--- src/rtl/decode_ctrl_pipe_if.sv ---
// Handshake and control-bundle bus for the RV32I decode/control stage.
//   master : IF/ID side plus the consumer of the ID/EX bundle (drives
//            in_valid, in_instr, stall_in, kill)
//   slave  : the decode stage (drives in_ready, out_valid, the control
//            bundle and hazard_cnt)
interface decode_ctrl_pipe_if #(
  parameter int XLEN      = 32,
  parameter int CNT_W     = 16,
  parameter int ALU_FUN_W = 5
);
  logic                 in_valid;
  logic [XLEN-1:0]      in_instr;
  logic                 in_ready;
  logic                 stall_in;
  logic                 kill;
  logic                 out_valid;
  logic [ALU_FUN_W-1:0] alu_fun;
  logic                 op1_sel;
  logic                 op2_sel;
  logic [1:0]           wb_sel;
  logic                 reg_write_en;
  logic                 mem_val;
  logic                 mem_rw;
  logic [2:0]           br_type;
  logic [4:0]           rd;
  logic [4:0]           rs1;
  logic [4:0]           rs2;
  logic                 illegal;
  logic [CNT_W-1:0]     hazard_cnt;

  modport master (
    output in_valid, in_instr, stall_in, kill,
    input  in_ready, out_valid, alu_fun, op1_sel, op2_sel, wb_sel,
           reg_write_en, mem_val, mem_rw, br_type, rd, rs1, rs2, illegal,
           hazard_cnt
  );

  modport slave (
    input  in_valid, in_instr, stall_in, kill,
    output in_ready, out_valid, alu_fun, op1_sel, op2_sel, wb_sel,
           reg_write_en, mem_val, mem_rw, br_type, rd, rs1, rs2, illegal,
           hazard_cnt
  );
endinterface

--- src/rtl/decode_ctrl_pipe.sv ---
// Registered RV32I decode/control stage sitting between the IF/ID and ID/EX
// pipeline registers. Decodes in_instr into a control bundle held in an
// internal ID/EX control register, inserts a one-cycle bubble on load-use
// hazards, honours kill (flush) and stall_in (hold), and counts hazard
// bubbles in a saturating counter.
// Ports:
//   clk : rising-edge clock
//   rst : synchronous active-high reset
//   bus : decode_ctrl_pipe_if.slave (in_valid/in_instr/in_ready, stall_in,
//         kill, out_valid, control bundle, hazard_cnt)
// Optional: define DECODE_RV32M_EN to decode the RV32M multiply/divide ops;
// without it those encodings decode as illegal.
module decode_ctrl_pipe #(
  parameter int XLEN      = 32,
  parameter int CNT_W     = 16,
  parameter int ALU_FUN_W = 5
) (
  input logic               clk,
  input logic               rst,
  decode_ctrl_pipe_if.slave bus
);

  typedef enum logic [6:0] {
    OPC_LOAD     = 7'b0000011,
    OPC_MISC_MEM = 7'b0001111,
    OPC_OP_IMM   = 7'b0010011,
    OPC_AUIPC    = 7'b0010111,
    OPC_STORE    = 7'b0100011,
    OPC_OP       = 7'b0110011,
    OPC_LUI      = 7'b0110111,
    OPC_BRANCH   = 7'b1100011,
    OPC_JALR     = 7'b1100111,
    OPC_JAL      = 7'b1101111,
    OPC_SYSTEM   = 7'b1110011
  } opcode_e;

  typedef enum logic [4:0] {
    ALU_ADD   = 5'd0,
    ALU_SUB   = 5'd1,
    ALU_SLL   = 5'd2,
    ALU_SLT   = 5'd3,
    ALU_SLTU  = 5'd4,
    ALU_XOR   = 5'd5,
    ALU_SRL   = 5'd6,
    ALU_SRA   = 5'd7,
    ALU_OR    = 5'd8,
    ALU_AND   = 5'd9,
    ALU_COPY2 = 5'd10
  } alu_e;

  typedef struct packed {
    logic [4:0] alu;
    logic       op1_sel;
    logic       op2_sel;
    logic [1:0] wb_sel;
    logic       reg_write_en;
    logic       mem_val;
    logic       mem_rw;
    logic [2:0] br_type;
    logic [4:0] rd;
    logic [4:0] rs1;
    logic [4:0] rs2;
    logic       illegal;
  } ctrl_t;

  logic [XLEN-1:0]  instr;
  logic [6:0]       opcode;
  logic [6:0]       funct7;
  logic [2:0]       funct3;
  logic [4:0]       rd_f, rs1_f, rs2_f;
  ctrl_t            dec;
  ctrl_t            ctrl_d, ctrl_q;
  logic             legal;
  logic             reads_rs1, reads_rs2;
  logic             load_pending, hazard;
  logic             valid_d, valid_q;
  logic [CNT_W-1:0] cnt_d, cnt_q;

  assign instr  = bus.in_instr;
  assign opcode = instr[6:0];
  assign rd_f   = instr[11:7];
  assign funct3 = instr[14:12];
  assign rs1_f  = instr[19:15];
  assign rs2_f  = instr[24:20];
  assign funct7 = instr[31:25];

  always_comb begin : decode
    dec       = '0;
    legal     = 1'b1;
    reads_rs1 = 1'b0;
    reads_rs2 = 1'b0;
    dec.rd    = rd_f;
    dec.rs1   = rs1_f;
    dec.rs2   = rs2_f;
    case (opcode)
      OPC_OP: begin
        dec.reg_write_en = 1'b1;
        reads_rs1        = 1'b1;
        reads_rs2        = 1'b1;
        case (funct7)
          7'b0000000: begin
            case (funct3)
              3'd0: dec.alu = ALU_ADD;
              3'd1: dec.alu = ALU_SLL;
              3'd2: dec.alu = ALU_SLT;
              3'd3: dec.alu = ALU_SLTU;
              3'd4: dec.alu = ALU_XOR;
              3'd5: dec.alu = ALU_SRL;
              3'd6: dec.alu = ALU_OR;
              3'd7: dec.alu = ALU_AND;
            endcase
          end
          7'b0100000: begin
            if (funct3 == 3'd0)      dec.alu = ALU_SUB;
            else if (funct3 == 3'd5) dec.alu = ALU_SRA;
            else                     legal   = 1'b0;
          end
          7'b0000001: begin
`ifdef DECODE_RV32M_EN
            // MUL..REMU occupy codes 16..23 in funct3 order
            dec.alu = {2'b10, funct3};
`else
            legal = 1'b0;
`endif
          end
          default: legal = 1'b0;
        endcase
      end
      OPC_OP_IMM: begin
        dec.reg_write_en = 1'b1;
        dec.op2_sel      = 1'b1;
        reads_rs1        = 1'b1;
        case (funct3)
          3'd0: dec.alu = ALU_ADD;
          3'd1: begin
            dec.alu = ALU_SLL;
            legal   = (funct7 == 7'b0000000);
          end
          3'd2: dec.alu = ALU_SLT;
          3'd3: dec.alu = ALU_SLTU;
          3'd4: dec.alu = ALU_XOR;
          3'd5: begin
            if (funct7 == 7'b0000000)      dec.alu = ALU_SRL;
            else if (funct7 == 7'b0100000) dec.alu = ALU_SRA;
            else                           legal   = 1'b0;
          end
          3'd6: dec.alu = ALU_OR;
          3'd7: dec.alu = ALU_AND;
        endcase
      end
      OPC_LOAD: begin
        dec.alu          = ALU_ADD;
        dec.op2_sel      = 1'b1;
        dec.wb_sel       = 2'd1;
        dec.mem_val      = 1'b1;
        dec.reg_write_en = 1'b1;
        reads_rs1        = 1'b1;
        legal = (funct3 == 3'd0) || (funct3 == 3'd1) || (funct3 == 3'd2) ||
                (funct3 == 3'd4) || (funct3 == 3'd5);
      end
      OPC_STORE: begin
        dec.alu     = ALU_ADD;
        dec.op2_sel = 1'b1;
        dec.mem_val = 1'b1;
        dec.mem_rw  = 1'b1;
        reads_rs1   = 1'b1;
        reads_rs2   = 1'b1;
        legal       = (funct3 < 3'd3);
      end
      OPC_BRANCH: begin
        dec.alu   = ALU_SUB;
        reads_rs1 = 1'b1;
        reads_rs2 = 1'b1;
        case (funct3)
          3'd0:    dec.br_type = 3'd1;
          3'd1:    dec.br_type = 3'd2;
          3'd4:    dec.br_type = 3'd3;
          3'd5:    dec.br_type = 3'd4;
          3'd6:    dec.br_type = 3'd5;
          3'd7:    dec.br_type = 3'd6;
          default: legal       = 1'b0;
        endcase
      end
      OPC_JAL: begin
        dec.alu          = ALU_ADD;
        dec.op1_sel      = 1'b1;
        dec.op2_sel      = 1'b1;
        dec.wb_sel       = 2'd2;
        dec.br_type      = 3'd7;
        dec.reg_write_en = 1'b1;
      end
      OPC_JALR: begin
        dec.alu          = ALU_ADD;
        dec.op2_sel      = 1'b1;
        dec.wb_sel       = 2'd2;
        dec.br_type      = 3'd7;
        dec.reg_write_en = 1'b1;
        reads_rs1        = 1'b1;
        legal            = (funct3 == 3'd0);
      end
      OPC_LUI: begin
        dec.alu          = ALU_COPY2;
        dec.op2_sel      = 1'b1;
        dec.reg_write_en = 1'b1;
      end
      OPC_AUIPC: begin
        dec.alu          = ALU_ADD;
        dec.op1_sel      = 1'b1;
        dec.op2_sel      = 1'b1;
        dec.reg_write_en = 1'b1;
      end
      OPC_MISC_MEM, OPC_SYSTEM: begin
        // fence / ecall / csr ops travel down the pipe as NOPs
      end
      default: legal = 1'b0;
    endcase

    if (!legal) begin
      dec         = '0;
      dec.rd      = rd_f;
      dec.rs1     = rs1_f;
      dec.rs2     = rs2_f;
      dec.illegal = 1'b1;
    end
  end

  // A load sitting in ID/EX whose destination the incoming instruction needs.
  assign load_pending = valid_q & ctrl_q.mem_val & ~ctrl_q.mem_rw &
                        (ctrl_q.rd != 5'd0);
  assign hazard = load_pending & bus.in_valid &
                  ((reads_rs1 & (rs1_f == ctrl_q.rd)) |
                   (reads_rs2 & (rs2_f == ctrl_q.rd)));

  assign bus.in_ready = ~bus.kill & ~hazard & ~bus.stall_in;

  always_comb begin : next_state
    valid_d = valid_q;
    ctrl_d  = ctrl_q;
    cnt_d   = cnt_q;
    if (bus.kill) begin
      valid_d = 1'b0;
      ctrl_d  = '0;
    end else if (bus.stall_in) begin
      // hold everything
    end else if (hazard) begin
      valid_d = 1'b0;
      ctrl_d  = '0;
      if (cnt_q != '1) cnt_d = cnt_q + CNT_W'(1);
    end else if (bus.in_valid) begin
      valid_d = 1'b1;
      ctrl_d  = dec;
    end else begin
      valid_d = 1'b0;
      ctrl_d  = '0;
    end
  end

  always_ff @(posedge clk) begin
    if (rst) begin
      valid_q <= 1'b0;
      ctrl_q  <= '0;
      cnt_q   <= '0;
    end else begin
      valid_q <= valid_d;
      ctrl_q  <= ctrl_d;
      cnt_q   <= cnt_d;
    end
  end

  assign bus.out_valid    = valid_q;
  assign bus.alu_fun      = ALU_FUN_W'(ctrl_q.alu);
  assign bus.op1_sel      = ctrl_q.op1_sel;
  assign bus.op2_sel      = ctrl_q.op2_sel;
  assign bus.wb_sel       = ctrl_q.wb_sel;
  assign bus.reg_write_en = ctrl_q.reg_write_en;
  assign bus.mem_val      = ctrl_q.mem_val;
  assign bus.mem_rw       = ctrl_q.mem_rw;
  assign bus.br_type      = ctrl_q.br_type;
  assign bus.rd           = ctrl_q.rd;
  assign bus.rs1          = ctrl_q.rs1;
  assign bus.rs2          = ctrl_q.rs2;
  assign bus.illegal      = ctrl_q.illegal;
  assign bus.hazard_cnt   = cnt_q;

endmodule

--- src/flat_wrapper.sv ---
// flat-port wrapper written by rule: the top's interface ports become plain ports
module decode_ctrl_pipe_flat 
#(
  parameter int XLEN      = 32,
  parameter int CNT_W     = 16,
  parameter int ALU_FUN_W = 5
)
  (clk, rst, bus_in_valid, bus_in_instr, bus_stall_in, bus_kill, bus_in_ready, bus_out_valid, bus_alu_fun, bus_op1_sel, bus_op2_sel, bus_wb_sel, bus_reg_write_en, bus_mem_val, bus_mem_rw, bus_br_type, bus_rd, bus_rs1, bus_rs2, bus_illegal, bus_hazard_cnt);
  decode_ctrl_pipe_if #(.XLEN(XLEN), .CNT_W(CNT_W), .ALU_FUN_W(ALU_FUN_W)) bus_i ();
  input logic clk;
  input logic rst;
  input wire logic [$bits(bus_i.in_valid)-1:0] bus_in_valid;
  input wire logic [$bits(bus_i.in_instr)-1:0] bus_in_instr;
  input wire logic [$bits(bus_i.stall_in)-1:0] bus_stall_in;
  input wire logic [$bits(bus_i.kill)-1:0] bus_kill;
  output wire logic [$bits(bus_i.in_ready)-1:0] bus_in_ready;
  output wire logic [$bits(bus_i.out_valid)-1:0] bus_out_valid;
  output wire logic [$bits(bus_i.alu_fun)-1:0] bus_alu_fun;
  output wire logic [$bits(bus_i.op1_sel)-1:0] bus_op1_sel;
  output wire logic [$bits(bus_i.op2_sel)-1:0] bus_op2_sel;
  output wire logic [$bits(bus_i.wb_sel)-1:0] bus_wb_sel;
  output wire logic [$bits(bus_i.reg_write_en)-1:0] bus_reg_write_en;
  output wire logic [$bits(bus_i.mem_val)-1:0] bus_mem_val;
  output wire logic [$bits(bus_i.mem_rw)-1:0] bus_mem_rw;
  output wire logic [$bits(bus_i.br_type)-1:0] bus_br_type;
  output wire logic [$bits(bus_i.rd)-1:0] bus_rd;
  output wire logic [$bits(bus_i.rs1)-1:0] bus_rs1;
  output wire logic [$bits(bus_i.rs2)-1:0] bus_rs2;
  output wire logic [$bits(bus_i.illegal)-1:0] bus_illegal;
  output wire logic [$bits(bus_i.hazard_cnt)-1:0] bus_hazard_cnt;
  assign bus_i.in_valid = bus_in_valid;
  assign bus_i.in_instr = bus_in_instr;
  assign bus_i.stall_in = bus_stall_in;
  assign bus_i.kill = bus_kill;
  assign bus_in_ready = bus_i.in_ready;
  assign bus_out_valid = bus_i.out_valid;
  assign bus_alu_fun = bus_i.alu_fun;
  assign bus_op1_sel = bus_i.op1_sel;
  assign bus_op2_sel = bus_i.op2_sel;
  assign bus_wb_sel = bus_i.wb_sel;
  assign bus_reg_write_en = bus_i.reg_write_en;
  assign bus_mem_val = bus_i.mem_val;
  assign bus_mem_rw = bus_i.mem_rw;
  assign bus_br_type = bus_i.br_type;
  assign bus_rd = bus_i.rd;
  assign bus_rs1 = bus_i.rs1;
  assign bus_rs2 = bus_i.rs2;
  assign bus_illegal = bus_i.illegal;
  assign bus_hazard_cnt = bus_i.hazard_cnt;
  decode_ctrl_pipe #(.XLEN(XLEN), .CNT_W(CNT_W), .ALU_FUN_W(ALU_FUN_W)) u_core (.clk(clk), .rst(rst), .bus(bus_i));
endmodule
--- config.mk ---
export PLATFORM = sky130hd
export DESIGN_NAME = decode_ctrl_pipe_flat
export DESIGN_NICKNAME = d
export VERILOG_FILES = /design/src/rtl/decode_ctrl_pipe_if.sv /design/src/rtl/decode_ctrl_pipe.sv /design/src/flat_wrapper.sv
export SDC_FILE = /design/constraint.sdc
export NUM_CORES = 1
export LEC_CHECK = 0
export ABC_AREA = 1
export ABC_CLOCK_PERIOD_IN_PS = 3350
export CORE_MARGIN = 2
export CORE_UTILIZATION = 48
export CTS_CLUSTER_DIAMETER = 60
export DETAILED_ROUTE_END_ITERATION = 7
export PLACE_DENSITY = 0.81
export SLEW_MARGIN = 20
export SYNTH_ARGS = -nofsm -noshare
export SYNTH_HDL_FRONTEND = slang
export SYNTH_SLANG_ARGS = --single-unit
export TNS_END_PERCENT = 20
--- constraint.sdc ---
create_clock -name clk -period 3.35 [get_ports clk]
set_input_delay 0.67 -clock clk [delete_from_list [all_inputs] [get_ports clk]]
set_output_delay 0.67 -clock clk [all_outputs]
set_load 0.05 [all_outputs]
==> results.yml, run 1 <==
power:
  power_mw: 1.07
  p_leak_nw: 1.50
  p_per_area_nw_per_um2: 273
  irDropWorstVdd_uv: 268
floorplanning:
  dieArea_um2: 6840
  row_count: 28
  ios: 86
  die_w_um: 82.7
  core_um2: 5960
  initial_core_util: 0.499
  die_height_um: 82.7
synthesis:
  syn_area_um2: 2970
  syn_avg_cell_area_um2: 6.49
  synth_commonest_cells: "nand2_1, a21oi_1, nor2_1"
  synth.area.top_cells: "dfxtp_1, nand2_1, a21oi_1"
  synth_cells: 458
  yosysTopAreaCell: "dfxtp_1"
  seq_area_frac_synth: 0.316
  synthSimpleGateAreaFrac: 0.382
  yosysUniqueCellTypes: 32
  synth_top_area_share: 0.316
  synth.area.mux_share: 0
  synth-async-reset-ratio: 0
  synth_adder_area_share: 0.0210
  synth_edf_count: 0
  synth_xor_xnor_area_share: 0.0707
  ys.warnings.count: 0
  yosysMostFrequentCell: "nand2_1"
  synth_compound_area_frac: 0.118
  synth_fp_nets: 500
  ys_ff_latch: 47
  ys.flop_type: "dfxtp_1"
  synth_top_family_by_area: "simple AND/OR/NAND/NOR gates"
sta:
  setup_viol_count_final: 0
  slew_headroom: 0.510
  final_max_slew_viol_count: 0
  tightest_slew_ns: 0.733
  min_period_over_period: 0.901
  final-hold-violation-count: 0
  setup_tns_ns: 0
  rsz0062_at_grt: "false"
  fmax_mhz: 331
  finalCriticalPeriod_ns: 3.02
  whs_ns: 0.468
  clock-skew-final_ns: 0.00713
global_route:
  grt_start_max_net_pins: 32
  grt_pass1_wl_um: 12700
  gr-total-overflow: 0
  grt_antenna_before_repair: 0
  grt_pass1_vias: 2875
  grt_use_total: 0.235
setup_path:
  crit_family: "simple AND/OR/NAND/NOR gates"
  start_kind: "input pin"
  critical_path.cell_chain: "clkdlybuf4s50_1 > nor2_2 > nand2_4 > a21oi_1 > nand4_1 > nand2_4 > nand2_1 > nand2_1 > nor2_1 > buf_12"
  cpMaxStageDelayCell: "clkdlybuf4s50_1"
  cp_num_buf_inv: 2
  slowest_delay_ns: 0.47
  worstPathMaxFanout: 5
  end_kind: "output pin"
  cp.required_ns: 2.68
  worstPathArrival_ns: 2.35
  worstSetupPathType: "in2out"
clock_tree:
  clock_path_buffers: 2
  cts-root-buf: "clkbuf_8"
  hold_buffers: 0
  insertion_delay_ns: 0.29
  cts_setup_buffers: 0
  cts.sinks: 47
  clkTransAtPathRegs_ns: 0.08
  post_cts_resized: 0
  h-tree-depth: 2
  cts_tree: "yes"
  numCtsBuffers: 5
drt:
  dr_total_vias: 3230
  drtIter0Drc: 253
  drc: 0
  wl_per_cell_um: 13.0
  vias_per_cell: 5.31
  ant_nets: 0
  drt_wl_total_um: 7890
  dr.pass1.iters: 4
job:
  cap_violations: 0
layout:
  fillCellCount: 555
  antenna_cells: 0
  nets: 576
  syn2layout_area_growth_pct: 31.3
  drive_above_1_share: 0.0563
  ff_latch_area_um2: 941
  multi_input_area_um2: 1760
placed_design:
  gp_congestion: 0.945
  hpwl_um: 5960
  io_buffers: 84
hold_path:
  min_path_type: "reg2reg"
status:
  status: "finished, final reports clean"
flip-flops by register name, indices dropped and copies added, names as in the netlist, 2 cells and up:
signal,cells
u_core.bus.br_type,3
u_core.bus.rs1,5
u_core.bus.rd,5
u_core.bus.hazard_cnt,16
u_core.bus.wb_sel,2
u_core.bus.rs2,5
u_core.bus.alu_fun,4
final cells by class:
cell class                      instances  share of cell area
Timing Repair Buffer                   90               0.229
Sequential cell                        47               0.241
Clock buffer                            6              0.0186
Tap cell                               75              0.0240
Inverter                               37              0.0356
Multi-Input combinational cell        353               0.451
path summary, 6_finish.rpt:
path                     start  cells past startpoint                 end  slack (ns)
max            bus_in_instr[2]                     10        bus_in_ready        0.33
min reg2reg  u_core.bus.rs2[3]                      2   u_core.bus.rs2[3]        0.47
min          u_core.bus.rs2[3]                      2   u_core.bus.rs2[3]        0.47
max reg2reg   u_core.bus.rd[1]                      8  u_core.bus.op1_sel        1.24
through the flow:
stage | util | cell area [um^2] | setup slack (ns) | std cells
finish | 0.655 | 3900 | 0.333 | 608
global route | 0.655 | 3900 | 0.227 | 608
CTS | 0.655 | 3900 | 0.337 | 608
detailed placement | 0.643 | 3830 | 0.350 | 602
global placement | 0.643 | 3830 | 0.387 | 602
floorplan | - | 2970 | 0.576 | 458
logic make-up after synthesis:
| group | count (synthesis) |
|---|---|
| flops | 47 |
| fa+ha+maj | 5 |
| buf+inv | 58 |
| xor+xnor | 24 |
| simple gates | 257 |
| other cells | 1 |
| compound gates | 66 |
routing by layer:
layer  vias to the layer above  GRT usage  routed length (um)
li1                       1630          -                   -
met1                      1480      0.312                3610
met3                        10     0.0739                 629
met2                       110      0.373                3520
met4                         0     0.0590                 127
met5                         -          0                   0
worst reg2reg max path, delay by kind of cell, from the launching register on:
family,cells,cell delay [ns]
XOR/XNOR,1,0.18
buffers and inverters,1,0.20
AO/OA/AOI/OAI,2,0.79
AND/OR/NAND/NOR,4,0.42
flip-flops,1,0.45
layout by cell type (no fill, tap or decap), drive strengths merged, types with 2 or more instances in the layout:
master         instances
inv                   37
nand3                 23
xnor2                 13
nor2                  61
clkbuf                 6
a21oi                 56
nand4                 24
dfxtp                 47
clkdlybuf4s50         83
nor3                   4
buf                    7
ha                     5
nand2                140
nand3b                 2
xor2                  11
o21ai                  8
power by group:
group / total, mW / internal [mW] / switching, mW
registers: 0.566 / 0.562 / 0.00400
clock network: 0.316 / 0.140 / 0.177
logic: 0.183 / 0.0771 / 0.106
total: 1.07 / 0.779 / 0.286
No activity file was read; power rests on OpenSTA's default activity.
==> inputs of run 2 (changes only) <==
--- a/config.mk
+++ b/config.mk
@@ -7,11 +7,13 @@
 export LEC_CHECK = 0
 export ABC_AREA = 1
 export ABC_CLOCK_PERIOD_IN_PS = 3350
+export CELL_PAD_IN_SITES_DETAIL_PLACEMENT = 1
+export CELL_PAD_IN_SITES_GLOBAL_PLACEMENT = 2
 export CORE_MARGIN = 2
-export CORE_UTILIZATION = 48
+export CORE_UTILIZATION = 27
 export CTS_CLUSTER_DIAMETER = 60
 export DETAILED_ROUTE_END_ITERATION = 7
-export PLACE_DENSITY = 0.81
+export PLACE_DENSITY_LB_ADDON = 0.1
 export SLEW_MARGIN = 20
 export SYNTH_ARGS = -nofsm -noshare
 export SYNTH_HDL_FRONTEND = slang
==> results.yml, run 2 (synthesized netlist as in run 1, its figures left out) <==
setup_path:
  slowest_delay_ns: 0.53
  end_kind: "output pin"
  rr_worst_depth: 8
  worstReg2RegStart: "u_core.bus.rd[1]"
  crit_family: "simple AND/OR/NAND/NOR gates"
  r2r-end: "u_core.bus.illegal"
  worstPathArrival_ns: 2.38
  critical_path.cell_chain: "clkdlybuf4s50_1 > inv_1 > nor2_1 > nand2_1 > nor2_1 > nor2_4 > nand3_1 > nand2_2 > nand2_4 > nand2_1 > nand2_1 > nor2_1 > buf_12"
  cp.required_ns: 2.68
  cp_num_buf_inv: 3
  start_kind: "input pin"
  worstPathMaxFanout: 4
  worstSetupPathType: "in2out"
  cpMaxStageDelayCell: "clkdlybuf4s50_1"
  regToRegSetupSlack_ns: 1.18
clock_tree:
  insertion_delay_ns: 0.31
  cts.sinks: 47
  h-tree-depth: 2
  cts_setup_buffers: 0
  post_cts_resized: 0
  cts-root-buf: "clkbuf_8"
  numCtsBuffers: 5
  clkTransAtPathRegs_ns: 0.09
  hold_buffers: 0
  cts_tree: "yes"
  clock_path_buffers: 2
sta:
  fmax_mhz: 328
  tightest_slew_ns: 0.755
  slew_headroom: 0.495
  setup_tns_ns: 0
  rsz0062_at_grt: "false"
  setup_viol_count_final: 0
  final-hold-violation-count: 0
  finalCriticalPeriod_ns: 3.05
  clock-skew-final_ns: 0.00544
  setup_slack_ns: 0.302
  min_period_over_period: 0.910
  final_max_slew_viol_count: 0
drt:
  ant_nets: 0
  drt_wl_total_um: 9560
  drtIter0Drc: 110
  wl_per_cell_um: 14.1
  dr_total_vias: 3155
  dr.pass1.iters: 4
  vias_per_cell: 4.67
  drc: 0
layout:
  drive_above_1_share: 0.0616
  final_common_cell: "nand2_1"
  stdcell_area_um2: 4010
  multi_input_area_um2: 1760
  largest_reg_flops: 16
  fin_util: 0.371
  nets: 577
  ff_latch_area_um2: 941
  fillCellCount: 1389
  syn2layout_area_growth_pct: 34.7
  antenna_cells: 0
  final_cell_mix: "nand2_1, clkdlybuf4s50_1, nor2_1, a21oi_1, dfxtp_1"
placed_design:
  placed_cell_area_um2: 3920
  dp_slack_ns: 0.210
  io_buffers: 84
  gp_congestion: 0.816
  hpwl_um: 7230
floorplanning:
  row_count: 38
  dieArea_um2: 11900
  die_height_um: 109
  die_w_um: 109
  initial_core_util: 0.275
  ios: 86
  core_um2: 10800
power:
  p_per_area_nw_per_um2: 275
  irDropWorstVdd_uv: 159
  p_leak_nw: 1.51
  power_mw: 1.10
global_route:
  gr-total-overflow: 0
  grt_pass1_vias: 3123
  grt_antenna_before_repair: 0
  grt_start_max_net_pins: 32
  grt_pass1_wl_um: 15500
  grt_use_total: 0.167
job:
  cap_violations: 0
hold_path:
  min-delay-start: "u_core.bus.rs2[2]"
  min_path_type: "reg2reg"
  min_to: "u_core.bus.rs2[2]"
  hold_depth: 2
status:
  status: "finished, final reports clean"
==> run 2: area by class of cell <==
type	count	area share
clock buffers	6	0.0181
clock inverters	2	0.00312
inverters	37	0.0347
multi-input cells	353	0.440
flip-flops and latches	47	0.235
well taps	140	0.0437
repair buffers	91	0.226
==> run 2: stage by stage <==
step,instances,hold WS [ns]
global placement,668,0.454
floorplan,458,0.673
detailed placement,668,0.460
finish,676,0.468
CTS,676,0.474
global route,676,0.496
==> run 2: worst max path at each step <==
| stage | start | endpoint | slack [ns] | depth (start not counted) |
|---|---|---|---|---|
| 6_report | bus_in_instr[2] | bus_in_ready | 0.30 | 13 |
| 5_1_grt | bus_in_instr[2] | bus_in_ready | 0.12 | 13 |
| 3_5_place_dp | bus_in_instr[2] | bus_in_ready | 0.21 | 13 |
| 3_3_place_gp | bus_in_instr[1] | bus_in_ready | 0.26 | 11 |
| 2_1_floorplan | bus_in_instr[1] | bus_in_ready | 0.58 | 11 |
| 4_1_cts | bus_in_instr[2] | bus_in_ready | 0.21 | 13 |
==> run 2: power by group <==
| part | leakage [nW] | switching, mW | total, mW | internal (mW) |
|---|---|---|---|---|
| clock | 0.0412 | 0.202 | 0.348 | 0.146 |
| sequential | 0.379 | 0.00388 | 0.566 | 0.563 |
| combinational | 1.09 | 0.110 | 0.187 | 0.0773 |
==> run 2: worst register-to-register path, delay by kind of cell (launching register included) <==
family | cells | cell delay (ns)
AO/OA/AOI/OAI | 2 | 0.79
buffers and inverters | 1 | 0.21
AND/OR/NAND/NOR | 4 | 0.43
flip-flops | 1 | 0.49
XOR/XNOR | 1 | 0.18
==> run 2: metal layers <==
metal	global-route usage	share of wire
met1	0.226	0.49
met2	0.261	0.44
met3	0.0490	0.061
met4	0.0412	0.010
met5	0	0
==> inputs of run 3 (changes only) <==
--- a/config.mk
+++ b/config.mk
@@ -14,6 +14,7 @@
 export CTS_CLUSTER_DIAMETER = 60
 export DETAILED_ROUTE_END_ITERATION = 7
 export PLACE_DENSITY_LB_ADDON = 0.1
+export SETUP_SLACK_MARGIN = 0.1
 export SLEW_MARGIN = 20
 export SYNTH_ARGS = -nofsm -noshare
 export SYNTH_HDL_FRONTEND = slang
==> results of run 3 <==
The final DEF is identical to that of run 2; final timing and power are the same.
